$ cat src/rtl/game_sched.sv
// Two-player turn scheduler for a shared counter game: grants turns, forwards the owner's
// controls, handles game-over/restart. Optional win counters with GAME_SCHED_STATS_EN.
module game_sched #(
    parameter int WIDTH    = 4,
    parameter int TURN_LEN = 8
) (
    input  logic             clk,
    input  logic             rst,
    input  logic             req_0,
    input  logic             req_1,
    input  logic [1:0]       ctrl_0,
    input  logic [1:0]       ctrl_1,
    input  logic             load_0,
    input  logic             load_1,
    input  logic [WIDTH-1:0] val_0,
    input  logic [WIDTH-1:0] val_1,
    output logic [1:0]       gnt,
    input  logic             winner,
    input  logic             loser,
    input  logic             gameover,
    input  logic             restart,
    output logic [1:0]       ctrl,
    output logic             init,
    output logic [WIDTH-1:0] val,
    output logic             game_rst,
`ifdef GAME_SCHED_STATS_EN
    output logic [7:0]       wins_0,
    output logic [7:0]       wins_1,
`endif
    output logic [2:0]       state_dbg
);
    // Count modes: UP_1=0, UP_2=1, DOWN_1=2, DOWN_2=3.
    localparam logic [1:0] UP_1 = 2'b00;

    typedef enum logic [2:0] {IDLE, PLAY, SWITCH, OVER, CLEAR} state_t;

    state_t           state, state_d;
    logic             owner, owner_d;
    logic             last_owner;
    logic [7:0]       timer;
    logic             clr_cnt;
    logic [1:0]       ctrl_hold;
    logic             init_q;
    logic [WIDTH-1:0] val_q;
    logic             rst_q;

    logic             own_req, other_req, own_load, turn_end, accept_load;
    logic [1:0]       own_ctrl;
    logic [WIDTH-1:0] own_val;

    // Handshake: a player holds req high as long as it wants the game; gnt[p] high means
    // player p owns it this cycle, and dropping req while granted ends the turn.
    assign own_req     = owner ? req_1  : req_0;
    assign other_req   = owner ? req_0  : req_1;
    assign own_ctrl    = owner ? ctrl_1 : ctrl_0;
    assign own_load    = owner ? load_1 : load_0;
    assign own_val     = owner ? val_1  : val_0;
    assign turn_end    = (timer == 8'(TURN_LEN - 1)) || winner || loser || !own_req;
    // A load only becomes an init if the turn carries on, so init never shows with gnt = 0.
    assign accept_load = (state == PLAY) && own_load && (state_d == PLAY);

    always_comb begin
        state_d = state;
        owner_d = owner;
        case (state)
            IDLE: begin
                if (req_0 || req_1) begin
                    state_d = PLAY;
                    owner_d = (req_0 && req_1) ? ~last_owner : req_1;
                end
            end
            PLAY: begin
                if (turn_end) state_d = SWITCH;
            end
            SWITCH: begin
                if (other_req) begin
                    state_d = PLAY;
                    owner_d = ~owner;
                end else if (own_req) begin
                    state_d = PLAY;
                end else begin
                    state_d = IDLE;
                end
            end
            OVER: begin
                if (restart) state_d = CLEAR;
            end
            CLEAR: begin
                if (clr_cnt) state_d = IDLE;
            end
            default: state_d = IDLE;
        endcase
        if (gameover && (state == IDLE || state == PLAY || state == SWITCH)) state_d = OVER;
    end

    always_ff @(posedge clk) begin
        if (rst) begin
            state      <= IDLE;
            owner      <= 1'b0;
            last_owner <= 1'b1;
            timer      <= 8'd0;
            clr_cnt    <= 1'b0;
            ctrl_hold  <= UP_1;
            init_q     <= 1'b0;
            val_q      <= '0;
            rst_q      <= 1'b1;
        end else begin
            state   <= state_d;
            owner   <= owner_d;
            rst_q   <= 1'b0;
            timer   <= (state == PLAY && state_d == PLAY) ? timer + 8'd1 : 8'd0;
            clr_cnt <= (state == CLEAR) ? ~clr_cnt : 1'b0;
            init_q  <= accept_load;
            if (accept_load) val_q <= own_val;
            if (state == PLAY) ctrl_hold <= own_ctrl;
            else if (state == CLEAR) ctrl_hold <= UP_1;
            if (state == SWITCH) last_owner <= owner;
            else if (state == CLEAR) last_owner <= 1'b1;
        end
    end

`ifdef GAME_SCHED_STATS_EN
    always_ff @(posedge clk) begin
        if (rst || state == CLEAR) begin
            wins_0 <= 8'd0;
            wins_1 <= 8'd0;
        end else if (state == PLAY && winner) begin
            if (!owner && wins_0 != 8'hFF) wins_0 <= wins_0 + 8'd1;
            if (owner && wins_1 != 8'hFF) wins_1 <= wins_1 + 8'd1;
        end
    end
`endif

    assign gnt       = (state == PLAY) ? (owner ? 2'b10 : 2'b01) : 2'b00;
    assign ctrl      = (state == PLAY) ? own_ctrl : (state == CLEAR) ? UP_1 : ctrl_hold;
    assign init      = init_q;
    assign val       = val_q;
    assign game_rst  = rst_q || (state == CLEAR);
    assign state_dbg = state;
endmodule

$ cat config.mk
export PLATFORM = sky130hd
export DESIGN_NAME = game_sched
export DESIGN_NICKNAME = d
export VERILOG_FILES = /design/src/rtl/game_sched.sv
export SDC_FILE = /design/constraint.sdc
export NUM_CORES = 1
export LEC_CHECK = 0
export BUFFER_PORTS_ARGS = -buffer_cell sky130_fd_sc_hd__buf_2
export CAP_MARGIN = 20
export CORE_MARGIN = 2
export CORE_UTILIZATION = 49
export DETAILED_ROUTE_END_ITERATION = 8
export PLACE_DENSITY_LB_ADDON = 0.1
export RECOVER_POWER = 50
export SLEW_MARGIN = 20
export SYNTH_ARGS = -nofsm -noshare
export SYNTH_HDL_FRONTEND = slang
export SYNTH_SLANG_ARGS = --single-unit
$ cat constraint.sdc
create_clock -name clk -period 2.9 [get_ports clk]
set_clock_uncertainty 0.15 [all_clocks]
set_input_delay 0.58 -clock clk [delete_from_list [all_inputs] [get_ports clk]]
set_output_delay 0.58 -clock clk [all_outputs]
set_load 0.01 [all_outputs]
==> results.sh, run 1 <==
export IMPL_slew_violations=0
export IMPL_crit_chain="or3b_1, o2bb2ai_1, buf_2"
export IMPL_setup_violations_final=0
export IMPL_cp_max_fo=12
export IMPL_dpl_cell_area_mm2=0.001260
export IMPL_slowest_stage="dfxtp_1"
export IMPL_cts_buffers_inserted=3
export IMPL_antenna_found_initial=0
export IMPL_fin_tns_setup_ns=0
export IMPL_place_congestion=0.7509
export IMPL_place_inst=174
export IMPL_initial_core_util_pct=50.84
export IMPL_synth_seq_cells=22
export IMPL_swShare_pct=26.38
export IMPL_cts_tree="done"
export IMPL_syn_nets=143
export IMPL_die_w_um=51.22
export IMPL_end_kind="output port"
export IMPL_ys_types=35
export IMPL_seqPwrFrac_pct=55.4
export IMPL_drv_cap=0
export IMPL_hp_class="flop to flop"
export IMPL_yosysTopAreaCellShare_pct=40.32
export IMPL_yosysWarningCount=0
export IMPL_p_switching_mw=0.1566
export IMPL_min_period_over_period_pct=84.82
export IMPL_startpoint_type="flop"
export IMPL_clockPowerShare_pct=28.6
export IMPL_dr_total_vias=914
export IMPL_clock_sinks=22
export IMPL_clk_latency_ns=0.31
export IMPL_grt_pass1_vias=819
export IMPL_fin_cells=178
export IMPL_tightest_slew_ns=0.7538
export IMPL_yosysSeqAreaShare_pct=40.32
export IMPL_routedWlPerCell_um=12.04
export IMPL_overflow=0
export IMPL_die_area_mm2=0.002623
export IMPL_fin_nets=174
export IMPL_cellPowerDensity_mw_per_mm2=463.6
export IMPL_leakage_nw=0.5136
export IMPL_maxSlewHeadroom_pct=49.75
export IMPL_final_hold_violation_count=0
export IMPL_area_growth_pct=17.18
export IMPL_max_stage_delay_ns=0.54
export IMPL_fmax_mhz=406.5
export IMPL_detail_route_vias_per_cell=5.135
export IMPL_htreeDepth=1
export IMPL_antenna_left=0
export IMPL_pwr_share_comb_pct=15.9
export IMPL_cts_setup_buffers=0
export IMPL_port_buffers=34
export IMPL_critPathKind="flop to output port"
export IMPL_hold_ws_ns=0.2833
export IMPL_crit_family="flip-flops"
export IMPL_synth_edf_count=0
export IMPL_cts_clk_slew_worst_paths_ns=0.12
export IMPL_place_ws_ns=0.7355
export IMPL_arrival_ns=1.73
export IMPL_stdcell_area_mm2=0.001280
export IMPL_synth_most_common_cell="dfxtp_1"
export IMPL_critPathBufInv=1
export IMPL_setup_ws_ns=0.4402
export IMPL_die_h_um=51.22
export IMPL_async_flop_share_pct=0
export IMPL_clock_root_buffer="clkbuf_4"
export IMPL_synth_top_cell_by_area="dfxtp_1"
export IMPL_fin_crit_ns=2.460
export IMPL_utilization_pct=59.58
export IMPL_synth_area_leaders="dfxtp_1 40%, nor2_1 7.2%, mux2i_1 6.4%, mux2_2 5.2%, nor2b_1 3.4%"
export IMPL_syn_cell_area_mm2=0.001092
export IMPL_grt_pass1_wl_mm=3.387
export IMPL_ios=35
export IMPL_coreArea_mm2=0.002148
export IMPL_track_usage_pct=17.46
export IMPL_synth_common_cells="22 x dfxtp_1, 21 x nor2_1, 7 x mux2i_1"
export IMPL_drtIter0Drc=3
export IMPL_ys_flop_type="dfxtp_1"
export IMPL_first_pass_iters=2
export IMPL_status="completed"
export IMPL_grt_max_degree=20
export IMPL_rsz0062_at_grt="no"
export IMPL_drive_gt1_share_pct=26.67
export IMPL_synth_cells=120
export IMPL_std_cell_rows=17
export IMPL_cts_hold_buf=0
export IMPL_antenna_cells=0
export IMPL_crit_required_ns=2.17
export IMPL_vdd_ir_drop_max_v=0.0003025
export IMPL_cts_repair_resized=0
export IMPL_avgSynthCellArea_um2=9.102
export IMPL_drc=0
export IMPL_power_internal_mw=0.4368
export IMPL_post_dp_hpwl_mm=1.631
export IMPL_cts_buffer_depth=2
export IMPL_total_power_mw=0.5934
export IMPL_drt_wl_total_mm=2.144
==> per-layer routing <==
metal  vias to the layer above  wire, um  GRT usage, %
li1                        471         -             -
met1                       421       992         20.11
met2                        17      1024         30.09
met3                         5        77         2.924
met4                         0        50         10.53
met5                         -         0             0
==> power groups by stage <==
stage / clock, mW / sequential, mW / combinational (mW)
finish: 0.170 / 0.329 / 0.0946
global route: 0.184 / 0.331 / 0.105
CTS: 0.175 / 0.328 / 0.0974
detailed placement: 0 / 0.335 / 0.0967
global placement: 0 / 0.335 / 0.0951
floorplan: 0 / 0.325 / 0.0737
==> kinds of logic after synthesis <==
| kind of cell | after synthesis | synth area share [%] |
|---|---|---|
| buffers and inverters | 13 | 5.497 |
| and+or+nand+nor | 48 | 23.83 |
| adders and majority gates | 1 | 1.145 |
| xor gates and xnor gates | 6 | 4.811 |
| DFF | 22 | 40.32 |
| muxes | 12 | 11.57 |
| AOI/OAI and AO/OA | 18 | 12.83 |
==> layout make-up <==
class	instances	area [um^2]
clock buffer	4	36.28
fill	215	868.3
inverter	4	15.01
multi-input combinational	85	586.8
sequential	22	440.4
tap	28	35.03
timing repair buffer	35	166.4
==> cell usage in the layout, fill, tap and decap left out, drive strengths merged, types with 2 or more instances in the layout <==
| cell type | count |
|---|---|
| a21oi | 5 |
| xnor2 | 2 |
| clkbuf | 13 |
| mux2i | 7 |
| buf | 26 |
| nor3b | 3 |
| nor2 | 22 |
| a211oi | 2 |
| nand3 | 4 |
| xor2 | 4 |
| or4 | 2 |
| dfxtp | 22 |
| mux2 | 5 |
| nor2b | 6 |
| o21ai | 2 |
| o2bb2ai | 2 |
| a31oi | 2 |
| or2 | 2 |
| and3 | 2 |
| inv | 4 |
| nand2b | 2 |
==> final timing paths <==
kind	from	end	slack, ns	cells after the start
max reg2reg	state_dbg[0]	val[0]	0.65	4
min reg2reg	clr_cnt	clr_cnt	0.28	1
max	state_dbg[0]	ctrl[0]	0.44	3
min	clr_cnt	clr_cnt	0.28	1
==> flip-flops by register name (all words and copies together), names as in the netlist, 2 cells and up <==
| signal | flops |
|---|---|
| timer | 8 |
| ctrl_hold | 2 |
| state_dbg | 3 |
| val | 4 |
==> worst register-to-register path: cells and delay by family (launching register included) <==
| kind | cells | cell delay, ns |
|---|---|---|
| and+or+nand+nor | 3 | 1.10 |
| DFF | 1 | 0.54 |
| muxes | 1 | 0.35 |
Note: power is estimated with default switching activity, not from simulation.
==> run 2, diff against run 1 <==
ABC_AREA = 1   (was default)
CORE_UTILIZATION = 45   (was 49)
clock period = 2 ns   (was 2.9 ns; I/O delays follow)
==> run 2 against run 1 <==
Sequential share of layout area shrank 2.1 points. Cell count grew 26%. Flip-flop and latch count is the same. First-iteration DRC count grew to 6.3 times the previous value. Wire length grew 2.3%. Setup slack lost 0.30 ns. Sequential power grew 42%. Critical path type unchanged. Largest cell class unchanged.
==> results.sh, run 2 <==
export IMPL_drt_wl_total_mm=2.193
export IMPL_largest_reg_flops=8
export IMPL_max_stage_delay_ns=0.35
export IMPL_htreeDepth=1
export IMPL_track_usage_pct=16.71
export IMPL_fmax_mhz=537.3
export IMPL_clock_sinks=22
export IMPL_port_buffers=34
export IMPL_avgSynthCellArea_um2=7.183
export IMPL_std_cell_rows=18
export IMPL_power_internal_mw=0.5903
export IMPL_maxSlewHeadroom_pct=71.83
export IMPL_yosysSeqAreaShare_pct=38.81
export IMPL_fillers=249
export IMPL_drc=0
export IMPL_coreArea_mm2=0.002432
export IMPL_vdd_ir_drop_max_v=0.0003082
export IMPL_drv_cap=0
export IMPL_fin_nets=219
export IMPL_drive_gt1_share_pct=28.87
export IMPL_clk_latency_ns=0.29
export IMPL_yosys_area_share_adder_pct=1.103
export IMPL_syn_nets=181
export IMPL_fin_tns_setup_ns=0
export IMPL_pwr_share_comb_pct=20.5
export IMPL_place_congestion=0.7257
export IMPL_clockPowerShare_pct=23.1
export IMPL_synth_area_leaders="dfxtp_1 39%, nand2_1 16%, nor2_1 8.3%, inv_1 5.3%, nand4_4 3.7%"
export IMPL_synth_xor_area_share_pct=0.7718
export IMPL_die_w_um=54.22
export IMPL_hp_class="primary input to flop"
export IMPL_top_register="timer"
export IMPL_place_inst=221
export IMPL_startpoint_type="flop"
export IMPL_synth_top_family_by_area="simple AND/OR/NAND/NOR gates"
export IMPL_setup_violations_final=0
export IMPL_antenna_found_initial=0
export IMPL_min_period_over_period_pct=93.06
export IMPL_slowest_stage="dfxtp_2"
export IMPL_ys_flop_type="dfxtp_1"
export IMPL_cts_buffer_depth=2
export IMPL_tightest_slew_ns=0.4225
export IMPL_drtIter0Drc=19
export IMPL_rsz0062_at_grt="no"
export IMPL_yosysTopAreaCellShare_pct=38.81
export IMPL_area_growth_pct=21.72
export IMPL_clock_root_buffer="clkbuf_4"
export IMPL_die_area_mm2=0.002940
export IMPL_final_cell_mix="47 x nand2_1, 27 x buf_2, 24 x nor2_1"
export IMPL_cts_tree="done"
export IMPL_status="completed"
export IMPL_swShare_pct=28.62
export IMPL_synth_most_common_cell="nand2_1"
export IMPL_cts_hold_buf=0
export IMPL_antenna_cells=0
export IMPL_crit_required_ns=1.45
export IMPL_detail_route_vias_per_cell=4.701
export IMPL_synth_cells=158
export IMPL_ios=35
export IMPL_grt_pass1_vias=924
export IMPL_ys_types=25
export IMPL_synth_simple_area_share_pct=43.88
export IMPL_cellPowerDensity_mw_per_mm2=598.7
export IMPL_fin_cells=224
export IMPL_leakage_nw=0.6547
export IMPL_seqPwrFrac_pct=56.4
export IMPL_fin_crit_ns=1.861
export IMPL_cts_clk_slew_worst_paths_ns=0.11
export IMPL_slew_violations=0
export IMPL_routedWlPerCell_um=9.790
export IMPL_dr_total_vias=1053
export IMPL_synth_compound_area_share_pct=7.056
export IMPL_layout_commonest_cell="nand2_1"
export IMPL_async_flop_share_pct=0
export IMPL_antenna_left=0
export IMPL_final_hold_violation_count=0
export IMPL_post_dp_hpwl_mm=1.788
export IMPL_synth_seq_cells=22
export IMPL_synth_common_cells="47 x nand2_1, 25 x nor2_1, 22 x dfxtp_1"
export IMPL_overflow=0
export IMPL_cp_max_fo=5
export IMPL_grt_pass1_wl_mm=3.670
export IMPL_p_switching_mw=0.2367
export IMPL_synth_edf_count=0
export IMPL_arrival_ns=1.31
export IMPL_post_synth_mux_area_share_pct=0
export IMPL_end_kind="output port"
export IMPL_first_pass_iters=4
export IMPL_cts_buffers_inserted=3
export IMPL_synth_top_cell_by_area="dfxtp_1"
export IMPL_critPathKind="flop to output port"
export IMPL_yosysWarningCount=0
export IMPL_cts_setup_buffers=0
export IMPL_grt_max_degree=12
export IMPL_die_h_um=54.22
export IMPL_crit_chain="inv_1, nand3_4, nor2_4, a22oi_2, nand2_1, buf_2"
export IMPL_initial_core_util_pct=46.66
export IMPL_syn_cell_area_mm2=0.001135
-- run 2: per-layer routing --
| metal | part of all wire [%] | up-vias | global-route usage [%] | wire (um) |
|---|---|---|---|---|
| met5 | 0 | - | 0 | 0 |
| met4 | 0.59 | 0 | 5.000 | 13 |
| met3 | 4.1 | 2 | 3.279 | 91 |
| met2 | 46 | 22 | 28.71 | 1009 |
| met1 | 49 | 462 | 21.01 | 1079 |
| li1 | - | 567 | - | - |
-- run 2: logic make-up (layout without fill, tap and decap cells) --
kind of cell,after synthesis,in the layout
buf+inv,22,58
xor+xnor,1,1
simple gates,97,97
fa+ha+maj,1,1
compound gates,15,15
flops,22,22
-- run 2: layout make-up --
class	instances	area (um^2)	area share (%)
flip-flops and latches	22	446.7	32.34
clock buffers	3	22.52	1.630
well taps	30	37.54	2.717
multi-input cells	114	629.4	45.56
repair buffers	35	168.9	12.23
inverters	20	76.32	5.525
-- run 2: timing repair --
| action | CTS | global route |
|---|---|---|
| endpoints found under the setup margin | 2 | 2 |
| gates resized for setup | 3 | 9 |
| pin swaps | 0 | 0 |
-- run 2: worst paths after layout --
check	start	endpoint	slack [ns]	cells after the start
setup reg to reg	owner	val[0]	0.26	8
setup / recovery	state_dbg[1]	ctrl[1]	0.14	6
hold reg to reg	timer[0]	timer[0]	0.31	1
hold / removal	ctrl_1[1]	ctrl_hold[1]	0.23	3
-- run 2: power by group through the flow --
stage / Sequential [mW] / Combinational [mW] / Clock (mW)
2_1_floorplan: 0.475 / 0.108 / 0
3_3_place_gp: 0.474 / 0.159 / 0
3_5_place_dp: 0.474 / 0.162 / 0
4_1_cts: 0.465 / 0.165 / 0.200
5_1_grt: 0.469 / 0.192 / 0.218
6_report: 0.466 / 0.169 / 0.191
-- run 2: critical path: cells and delay by family (launching register included) --
family / cells / cell delay, ns
DFF: 1 / 0.35
and+or+nand+nor: 3 / 0.34
AOI/OAI and AO/OA: 1 / 0.09
buffers and inverters: 2 / 0.24
-- run 2: through the flow --
step | utilization [%] | worst slack (ns) | hold slack [ns] | power (mW) | cell area (um^2)
CTS | 56.02 | 0.03483 | 0.1675 | 0.8299 | 1363
global placement | 54.73 | 0.2748 | 0.2797 | 0.6330 | 1331
finish | 56.79 | 0.1388 | 0.2335 | 0.8270 | 1381
detailed placement | 54.73 | 0.1956 | 0.2857 | 0.6361 | 1331
floorplan | - | 0.2925 | 0.2675 | 0.5827 | 1135
global route | 56.79 | 0.008785 | 0.2473 | 0.8785 | 1381
